`src/rtl/thermal_pkg.sv`:
```
// Shared constants for the two-zone thermal sequencer: state encoding and
// default temperature thresholds.
package thermal_pkg;

  localparam int unsigned STATE_W = 2;

  localparam logic [STATE_W-1:0] ST_IDLE     = 2'b00;
  localparam logic [STATE_W-1:0] ST_COOLING  = 2'b01;
  localparam logic [STATE_W-1:0] ST_SHUTDOWN = 2'b11;

  localparam logic [7:0] DEF_TEMP_LIMIT     = 8'd45;
  localparam logic [7:0] DEF_HYST           = 8'd3;
  localparam logic [7:0] DEF_CRITICAL_LIMIT = 8'd60;

endpackage

```
`src/rtl/thermal_confirm.sv`:
```
// Saturating consecutive-sample counter; confirmed reflects the count the
// register will hold after this edge.
module thermal_confirm #(
  parameter int unsigned N = 4
) (
  input  logic clk,
  input  logic rst,
  input  logic tick,
  input  logic cond,
  input  logic clr,
  output logic confirmed
);

  localparam int unsigned CW = $clog2(N + 1);

  logic [CW-1:0] r_cnt;
  logic [CW-1:0] w_cnt_nxt;

  // A clear request wins over a coincident sample tick.
  always_comb begin
    w_cnt_nxt = r_cnt;
    if (clr) begin
      w_cnt_nxt = '0;
    end else if (tick) begin
      if (!cond) begin
        w_cnt_nxt = '0;
      end else if (r_cnt != CW'(N)) begin
        w_cnt_nxt = r_cnt + CW'(1);
      end
    end
  end

  always_ff @(posedge clk) begin
    if (rst) begin
      r_cnt <= '0;
    end else begin
      r_cnt <= w_cnt_nxt;
    end
  end

  assign confirmed = (w_cnt_nxt == CW'(N));

endmodule

```
`src/rtl/thermal_sequencer.sv`:
```
// Peltier cooler / critical-shutdown sequencer: divided sampling, debounced
// thresholds with hysteresis, minimum dwell times and a latched fault state.
module thermal_sequencer
  import thermal_pkg::*;
#(
  parameter logic [7:0]  TEMP_LIMIT      = DEF_TEMP_LIMIT,
  parameter logic [7:0]  HYST            = DEF_HYST,
  parameter logic [7:0]  CRITICAL_LIMIT  = DEF_CRITICAL_LIMIT,
  parameter int unsigned SAMPLE_DIV      = 100,
  parameter int unsigned CONFIRM_SAMPLES = 4,
  parameter int unsigned MIN_ON_CYCLES   = 1000,
  parameter int unsigned MIN_OFF_CYCLES  = 1000
) (
  input  logic       clk,
  input  logic       rst,
  input  logic [7:0] temp_sensor_a,
  input  logic [7:0] temp_sensor_b,
  input  logic       fault_clear,
  output logic       peltier_enable,
  output logic       critical_shutdown,
  output logic [1:0] state_out
);

  localparam logic [7:0]  COOL_LIMIT = TEMP_LIMIT - HYST;
  localparam int unsigned DIV_W      = $clog2(SAMPLE_DIV);
  localparam int unsigned DWELL_MAX  = (MIN_ON_CYCLES > MIN_OFF_CYCLES) ?
                                       MIN_ON_CYCLES : MIN_OFF_CYCLES;
  localparam int unsigned DWELL_W    = (DWELL_MAX < 1) ? 1 : $clog2(DWELL_MAX + 1);

  if (HYST > TEMP_LIMIT) begin : g_hyst_chk
    $error("thermal_sequencer: HYST must not exceed TEMP_LIMIT");
  end
  if (SAMPLE_DIV < 2) begin : g_div_chk
    $error("thermal_sequencer: SAMPLE_DIV must be at least 2");
  end
  if (CONFIRM_SAMPLES < 1) begin : g_confirm_chk
    $error("thermal_sequencer: CONFIRM_SAMPLES must be at least 1");
  end

  logic [DIV_W-1:0]   r_div;
  logic [DWELL_W-1:0] r_dwell;
  logic [STATE_W-1:0] r_state;
  logic [STATE_W-1:0] w_state_nxt;
  logic               r_crit_last;
  logic               r_peltier;
  logic               r_crit_sd;
  logic               w_tick;
  logic               w_hot;
  logic               w_cool;
  logic               w_crit;
  logic               w_hot_conf;
  logic               w_cool_conf;
  logic               w_clr;
  logic               w_fault_exit;

  assign w_tick = (r_div == DIV_W'(SAMPLE_DIV - 1));
  assign w_hot  = (temp_sensor_a > TEMP_LIMIT) && (temp_sensor_b > TEMP_LIMIT);
  assign w_cool = (temp_sensor_a <= COOL_LIMIT) || (temp_sensor_b <= COOL_LIMIT);
  assign w_crit = (temp_sensor_a > CRITICAL_LIMIT) || (temp_sensor_b > CRITICAL_LIMIT);

  // Fault exit is decoded independently of the confirm outputs to keep the
  // counter-clear path free of combinational feedback.
  assign w_fault_exit = (r_state == ST_SHUTDOWN) && fault_clear && !r_crit_last &&
                        !(w_tick && w_crit);
  assign w_clr        = w_fault_exit;

  thermal_confirm #(.N(CONFIRM_SAMPLES)) u_hot_confirm (
    .clk       (clk),
    .rst       (rst),
    .tick      (w_tick),
    .cond      (w_hot),
    .clr       (w_clr),
    .confirmed (w_hot_conf)
  );

  thermal_confirm #(.N(CONFIRM_SAMPLES)) u_cool_confirm (
    .clk       (clk),
    .rst       (rst),
    .tick      (w_tick),
    .cond      (w_cool),
    .clr       (w_clr),
    .confirmed (w_cool_conf)
  );

  always_comb begin
    w_state_nxt = r_state;
    case (r_state)
      ST_IDLE: begin
        if (w_hot_conf && (r_dwell >= DWELL_W'(MIN_OFF_CYCLES))) begin
          w_state_nxt = ST_COOLING;
        end
      end
      ST_COOLING: begin
        if (w_cool_conf && (r_dwell >= DWELL_W'(MIN_ON_CYCLES))) begin
          w_state_nxt = ST_IDLE;
        end
      end
      ST_SHUTDOWN: begin
        if (w_fault_exit) begin
          w_state_nxt = ST_IDLE;
        end
      end
      default: w_state_nxt = ST_IDLE;
    endcase
    if (w_tick && w_crit) begin
      w_state_nxt = ST_SHUTDOWN;
    end
  end

  always_ff @(posedge clk) begin
    if (rst) begin
      r_state <= ST_IDLE;
    end else begin
      r_state <= w_state_nxt;
    end
  end

  // Divider, dwell timer, last-sample crit flag and decoded outputs.
  always_ff @(posedge clk) begin
    if (rst) begin
      r_div       <= '0;
      r_dwell     <= '0;
      r_crit_last <= 1'b0;
      r_peltier   <= 1'b0;
      r_crit_sd   <= 1'b0;
    end else begin
      r_div <= w_tick ? '0 : r_div + DIV_W'(1);
      if (w_state_nxt != r_state) begin
        r_dwell <= '0;
      end else if (r_dwell != DWELL_W'(DWELL_MAX)) begin
        r_dwell <= r_dwell + DWELL_W'(1);
      end
      if (w_tick) begin
        r_crit_last <= w_crit;
      end
      r_peltier <= (w_state_nxt != ST_IDLE);
      r_crit_sd <= (w_state_nxt == ST_SHUTDOWN);
    end
  end

  assign peltier_enable    = r_peltier;
  assign critical_shutdown = r_crit_sd;
  assign state_out         = r_state;

endmodule

```
`config.mk`:
```
export PLATFORM = sky130hd
export DESIGN_NAME = thermal_sequencer
export DESIGN_NICKNAME = d
export VERILOG_FILES = /design/src/rtl/thermal_pkg.sv /design/src/rtl/thermal_confirm.sv /design/src/rtl/thermal_sequencer.sv
export SDC_FILE = /design/constraint.sdc
export NUM_CORES = 1
export LEC_CHECK = 0
export CORE_MARGIN = 2
export CORE_UTILIZATION = 55
export CTS_BUF_LIST = sky130_fd_sc_hd__clkbuf_4
export CTS_CLUSTER_DIAMETER = 200
export DETAILED_ROUTE_END_ITERATION = 8
export GPL_TIMING_DRIVEN = 0
export PLACE_DENSITY = 0.81
export SLEW_MARGIN = 15
export SYNTH_ARGS = -nofsm -noshare
export SYNTH_HDL_FRONTEND = slang
export SYNTH_SLANG_ARGS = --single-unit
```
`constraint.sdc`:
```
create_clock -name clk -period 3.7 [get_ports clk]
set_input_delay 0.74 -clock clk [delete_from_list [all_inputs] [get_ports clk]]
set_output_delay 0.74 -clock clk [all_outputs]
set_load 0.02 [all_outputs]
```
==> impl_results.md, run 1 <==
* Final min period at 2.43 ns
* Top_reg_cell synth: dfxtp_1
* Post_cts resized at 0
* Crit-path cells: clkdlybuf4s50_1, o21ai_0, o22ai_1, o21ai_2, or3b_2, nand2_2, nor3_1
* Fmax at 0.411 GHz
* R2r startpoint: u_cool_confirm.r_cnt[0]
* Worst Setup Start Kind: input pin
* Reg-to-reg endpoint: r_dwell[7]
* GP Congestion at 0.816
* Total grt overflow at 0
* Count leader, synth: dfxtp_1
* DRC viols at 0
* Post-CTS Setup Bufs at 0
* Syn_nets at 201
* CTS tree: yes
* Post-synth top area share at 0.354
* Crit share post-route at 0.658
* DP Worst Slack at 0.913 ns
* Asr flop ratio synth at 0
* R2R cell count at 8
* Syn Area/Cell at 9.06 µm²
* Starting Density at 0.575
* Mapped Area at 1590 µm²
* Ranking of synthesized cells by area: dfxtp_1, xnor2_1, ha_1
* Largest net degree at the start of global routing at 17
* Proportion of layout cells with a drive suffix above 1 at 0.0945
* Slew Limit Fails at 0
* Worst skew pair latency at 0.33 ns
* Die H at 57.7 µm
* Final core occ at 0.688
* Syn Inst Count at 175
* TNS Setup at 0 ns
* Unrepaired setup endpoints after global routing: false
* R2R Setup Slk at 1.62 ns
* Cts-stage hold buffer count at 0
* Register area share after synthesis at 0.354
* Crit path capture type: flip-flop
* Number of flops mapped to enable cells by yosys at 0
* Crit path buffers/inverters at 1
* Worst Hold Path Cells at 1
* Leakage at 0.641 nW
* Via count at 1411
* Diode count at 0
* Clk slew on worst S/H paths at 0.16 ns
* Post-synthesis register bit count at 28
* Worst Tran Pin Value at 0.478 ns
* Yosys warns at 0
* Routed wire length at 3.45 mm
* Setup WS post-layout at 1.27 ns
* Max-Slew Margin vs Limit at 0.681
* Worst hold endpoint: r_div[0]
* Clock root cell: clkbuf_4
* Max incr delay on CP at 0.53 ns
* Crit path kind: input pin to flip-flop
* Die X at 57.7 µm
* Critical path arrival at 2.67 ns
* Dpl cell area at 1840 µm²
* Worst Skew at 0.00242 ns
* Die ar. at 3330 µm²
* Via density at 6.08
* Average wire per standard cell at 14.9 µm
* Worst setup path start: temp_sensor_a[1]
* Final antenna-violating net count at 0
* Status: finished clean
* Count of TritonRoute iterations in the first routing pass at 4
* Min-delay src: r_div[0]
* I/O pin count at 23
* Clock Sinks at 28
* Synthesis-to-layout area growth at 19.7%
* Finish-stage setup viols at 0
* GRT Total Usage at 0.232
* Hold crit path type: flip-flop to flip-flop
* Vias in the first global route at 1375
* Layout Nets at 228
* # H-tree levels at 1
* Power Density at 302 nW/µm²
* Initial antenna violation count at 0
* Clk buf depth at 2
* Yosys cell types at 46
* DR iter-0 viols at 62
* Core area at 2760 µm²
* Final hold violation count at 0
* Critical Path Fanout Max at 10
* PortBufs at 22
* TritonCTS Buffers at 3
* Num rows at 19
* Worst path slowest cell: or3b_2
* First-pass GRT wire length at 6.09 mm
* Post-synth top cells: dfxtp_1, nor3_1, nand3_1
* HPWL Detailed at 2.66 mm
* Family with the most delay on the worst path: simple AND/OR/NAND/NOR gates
* Cell taking the most area after synthesis: dfxtp_1
* Peak VDD IR at 0.257 mV
* Cell area after layout at 1900 µm²
* Worst EP required at 3.93 ns
* Maxcap violations at 0
power breakdown:
group	internal [mW]	leakage (nW)	total (mW)	switching, mW
clock network	0.110	0.0279	0.206	0.0962
registers	0.307	0.227	0.312	0.00506
logic	0.0303	0.387	0.0546	0.0243
kinds of logic (layout without fill, tap and decap cells):
| group | count (synthesis) | after routing | share of synthesized area |
|---|---|---|---|
| multiplexers | 4 | 4 | 0.0260 |
| flip-flops | 28 | 28 | 0.354 |
| AO/OA/AOI/OAI | 32 | 32 | 0.165 |
| buffers and inverters | 14 | 40 | 0.0379 |
| adder cells (fa/ha/maj) | 7 | 7 | 0.0552 |
| XOR/XNOR | 16 | 16 | 0.0884 |
| AND/OR/NAND/NOR | 74 | 74 | 0.274 |
worst max path at each step:
stage	endpoint	cells past startpoint
detailed placement	r_dwell[3]	7
CTS	r_dwell[7]	7
global placement	r_dwell[7]	7
floorplan	r_dwell[2]	6
global route	r_dwell[8]	7
finish	r_dwell[7]	7
flip-flops by register name (all words and copies together) (netlist names):
register,count
critical_shutdown,1
r_div,7
peltier_enable,1
r_dwell,10
u_cool_confirm.r_cnt,3
u_hot_confirm.r_cnt,3
r_crit_last,1
state_out,2
placed cells by master (no fill, tap or decap), drive strengths merged:
| cell type | Yosys | layout |
|---|---|---|
| a31o | 1 | 1 |
| inv | 11 | 11 |
| mux2 | 1 | 1 |
| a22oi | 1 | 1 |
| o211ai | 5 | 5 |
| clkbuf | 2 | 5 |
| a211oi | 3 | 3 |
| bufinv | 0 | 1 |
| nand2b | 2 | 2 |
| nand4 | 7 | 7 |
| ha | 7 | 7 |
| nand4bb | 1 | 1 |
| a2bb2oi | 1 | 1 |
| nand4b | 1 | 1 |
| nor2b | 2 | 2 |
| mux2i | 3 | 3 |
| or3b | 1 | 1 |
| dfxtp | 28 | 28 |
| nor4b | 3 | 3 |
| o22ai | 1 | 1 |
| o311a | 1 | 1 |
| xnor2 | 12 | 12 |
| a31oi | 3 | 3 |
| a311oi | 2 | 2 |
| nand2 | 9 | 9 |
| xor2 | 4 | 4 |
| nor3b | 1 | 1 |
| nor4 | 2 | 2 |
| o21ai | 5 | 5 |
| and3 | 4 | 4 |
| nand3 | 13 | 13 |
| a2111oi | 1 | 1 |
| buf | 1 | 1 |
| nor3 | 16 | 16 |
| a211o | 1 | 1 |
| nor2 | 12 | 12 |
| a21oi | 6 | 6 |
| clkdlybuf4s50 | 0 | 22 |
| a22o | 1 | 1 |
layer usage:
metal	vias up	track usage	wire length (µm)
met2	29	0.417	1800
met3	5	0.0424	117
met1	674	0.282	1500
met5	-	0	0
met4	0	0.0664	27
li1	703	-	-
cell type report:
class                           instances  area (µm²)
Clock buffer                            3        22.5
Multi-Input combinational cell        133         965
Buffer                                  3        18.8
Sequential cell                        28         561
Clock inverter                          1        30.0
Tap cell                               31        38.8
Fill cell                             223         861
Inverter                               11        41.3
Timing Repair Buffer                   22         220
metrics by stage:
step / std cells / power [mW] / hold WS [ns]
after floorplan: 175 / 0.342 / 0.425
after global placement: 228 / 0.370 / 0.439
after detailed placement: 228 / 0.373 / 0.455
after CTS: 232 / 0.577 / 0.475
after global routing: 232 / 0.597 / 0.517
final: 232 / 0.573 / 0.470
Note: power is estimated with default switching activity, not from simulation.
==> run 2: changes to the inputs <==
- clock period: 3.7 -> 2.5 ns (I/O delays scaled with it)
==> results of run 2 <==
Same layout as run 1 (identical final DEF). Status: finished clean.
Among the figures that moved: setup slack after placement 0.913 ns -> -0.0470 ns; setup slack after layout 1.27 ns -> 0.307 ns; register-to-register setup slack 1.62 ns -> 0.42 ns; total power 0.573 mW -> 0.848 mW; worst IR drop on VDD 0.257 mV -> 0.380 mV
==> run 3: changes to the inputs <==
- SYNTH_HIERARCHICAL: default -> 1
==> impl_results.md, run 3 <==
* DP Worst Slack at -0.662 ns
* Leakage at 0.763 nW
* Asr flop ratio synth at 0
* Mapped Area at 1520 µm²
* Critical path arrival at 2.98 ns
* Worst hold endpoint: r_div[0]
* Vias in the first global route at 1431
* Clock root cell: clkbuf_4
* Initial antenna violation count at 0
* DR iter-0 viols at 34
* GRT Total Usage at 0.228
* Crit path buffers/inverters at 4
* Fmax at 0.365 GHz
* Post-synth top area share at 0.370
* I/O pin count at 23
* Finish-stage setup viols at 12
* Crit path kind: flip-flop to flip-flop
* Ranking of synthesized cells by area: dfxtp_1, nor2_1, ha_1
* Slew Limit Fails at 0
* Clk slew on worst S/H paths at 0.15 ns
* DRC viols at 0
* Number of flops mapped to enable cells by yosys at 0
* Reg-to-reg endpoint: r_dwell[8]
* Largest register FFs at 10
* R2R cell count at 14
* Core area at 2690 µm²
* Die X at 56.5 µm
* Power Density at 416 nW/µm²
* Clk buf depth at 2
* Worst skew pair latency at 0.33 ns
* Worst EP required at 2.74 ns
* Die H at 56.5 µm
* Post-synthesis register bit count at 28
* HPWL Detailed at 2.37 mm
* Cts-stage hold buffer count at 0
* Syn_nets at 202
* Dpl cell area at 1800 µm²
* Final hold violation count at 0
* Crit share post-route at 1.10
* Total power at 859 µW
* Clock Sinks at 28
* Setup WS post-layout at -0.239 ns
* Diode count at 0
* Internal power at 668 µW
* Proportion of layout cells with a drive suffix above 1 at 0.195
* Final antenna-violating net count at 0
* Syn Area/Cell at 8.61 µm²
* Syn Inst Count at 176
* Top reg by flops: r_dwell
* Sw Ratio at 0.222
* Via density at 5.70
* Worst Tran Pin Value at 0.565 ns
* Final min period at 2.74 ns
* Commonest cells after routing, fill and taps aside: nor2_1, dfxtp_1, clkdlybuf4s50_1
* Filler Cell Count at 191
* Post-synth top cells: dfxtp_1, nor2_1, inv_1, nand3_1, xnor2_1
* Yosys warns at 6
* Average wire per standard cell at 15.3 µm
* Peak VDD IR at 0.432 mV
* Worst Setup Start Kind: flip-flop
* Family with the most delay on the worst path: simple AND/OR/NAND/NOR gates
* Failing checks: negative setup slack
* Layout Nets at 242
* R2r startpoint: r_div[0]
* P_sw at 190 µW
* Status: complete, but fails checks
* Cell taking the most area after synthesis: dfxtp_1
* Worst path slowest cell: dfxtp_2
* Via count at 1402
* TNS Setup at -2.48 ns
* Yosys cell types at 42
* Crit-path cells: ha_4, nor4bb_4, nand3b_1, clkinv_4, buf_6, and4b_1, a2111oi_4, and3_4, inv_1, o22ai_2, a211oi_2, mux2i_4, buf_12, nor2_1
* Max incr delay on CP at 0.37 ns
* Register area share after synthesis at 0.370
* Synthesis-to-layout area growth at 36.2%
* Regs by FF count: r_dwell (10), r_div (7)
* Starting Density at 0.564
* First-pass GRT wire length at 5.78 mm
* Clock power frac at 0.348
* Unrepaired setup endpoints after global routing: true
* Num rows at 19
* Top_reg_cell synth: dfxtp_1
* CTS tree: yes
* Count of TritonRoute iterations in the first routing pass at 4
* R2R Setup Slk at -0.24 ns
* Worst Skew at 0.00202 ns
* Hold crit path type: flip-flop to flip-flop
* Die ar. at 3190 µm²
* Critical Path Fanout Max at 10
* Routed wire length at 3.76 mm
* Total grt overflow at 0
* Maxcap violations at 0
* Worst Hold Path Cells at 1
* Cell area after layout at 2060 µm²
* PortBufs at 22
* Reg power frac at 0.542
* Largest net degree at the start of global routing at 17
* Max-Slew Margin vs Limit at 0.620
* Comb pwr share at 0.110
* Crit path capture type: flip-flop
* GP Congestion at 0.773
* TritonCTS Buffers at 3
* # H-tree levels at 1
* Min-delay src: r_div[0]
* Count leader, synth: dfxtp_1
==> run 3: kinds of logic (layout without fill, tap and decap cells) <==
family	after synthesis	in the layout	synth area share
simple gates	76	76	0.258
compound gates	32	32	0.160
flops	28	28	0.370
xor+xnor	15	15	0.0867
buf+inv	15	54	0.0388
fa+ha+maj	7	7	0.0578
mux	3	3	0.0289
==> run 3: layer usage <==
layer	GRT usage	part of all wire
met5	0	0
met4	0.0850	0.010
met3	0.0484	0.040
met2	0.439	0.55
met1	0.237	0.39
==> run 3: cell type report <==
cell class / instances / area, µm² / area share
multi-input cells: 133 / 1010 / 0.491
flip-flops and latches: 28 / 563 / 0.273
repair buffers: 35 / 334 / 0.162
clock inverters: 1 / 30.0 / 0.0146
inverters: 13 / 53.8 / 0.0261
plain buffers: 2 / 8.76 / 0.00424
well taps: 31 / 38.8 / 0.0188
clock buffers: 3 / 22.5 / 0.0109
==> run 3: power groups by stage <==
stage / combinational, mW / clock, mW / sequential (mW)
after global routing: 0.103 / 0.320 / 0.466
final: 0.0948 / 0.298 / 0.465
after floorplan: 0.0412 / 0 / 0.470
after detailed placement: 0.0847 / 0 / 0.472
after global placement: 0.0792 / 0 / 0.472
after CTS: 0.0909 / 0.303 / 0.465
==> run 3: worst max path at each step <==
stage                     start    endpoint  slack [ns]  cells past startpoint
2_1_floorplan          r_div[0]  r_dwell[0]        0.02                     13
3_3_place_gp   temp_sensor_b[2]  r_dwell[3]       -0.54                     12
3_5_place_dp   temp_sensor_a[1]  r_dwell[1]       -0.66                     12
4_1_cts                r_div[0]  r_dwell[1]        -0.1                     14
5_1_grt                r_div[0]  r_dwell[5]       -0.35                     14
6_report               r_div[0]  r_dwell[8]       -0.24                     14
==> run 3: through the flow <==
| step | hold WS, ns | util | instances |
|---|---|---|---|
| after floorplan | 0.391 | - | 176 |
| after detailed placement | 0.403 | 0.669 | 229 |
| after CTS | 0.448 | 0.734 | 242 |
| after global placement | 0.400 | 0.669 | 229 |
| after global routing | 0.479 | 0.768 | 246 |
| final | 0.462 | 0.768 | 246 |
==> run 3: what timing repair did <==
action | in CTS | in global routing
buffers inserted | 9 | 4
setup endpoints to repair | 12 | 12
pin swaps | 5 | 4
gates resized for setup | 10 | 11
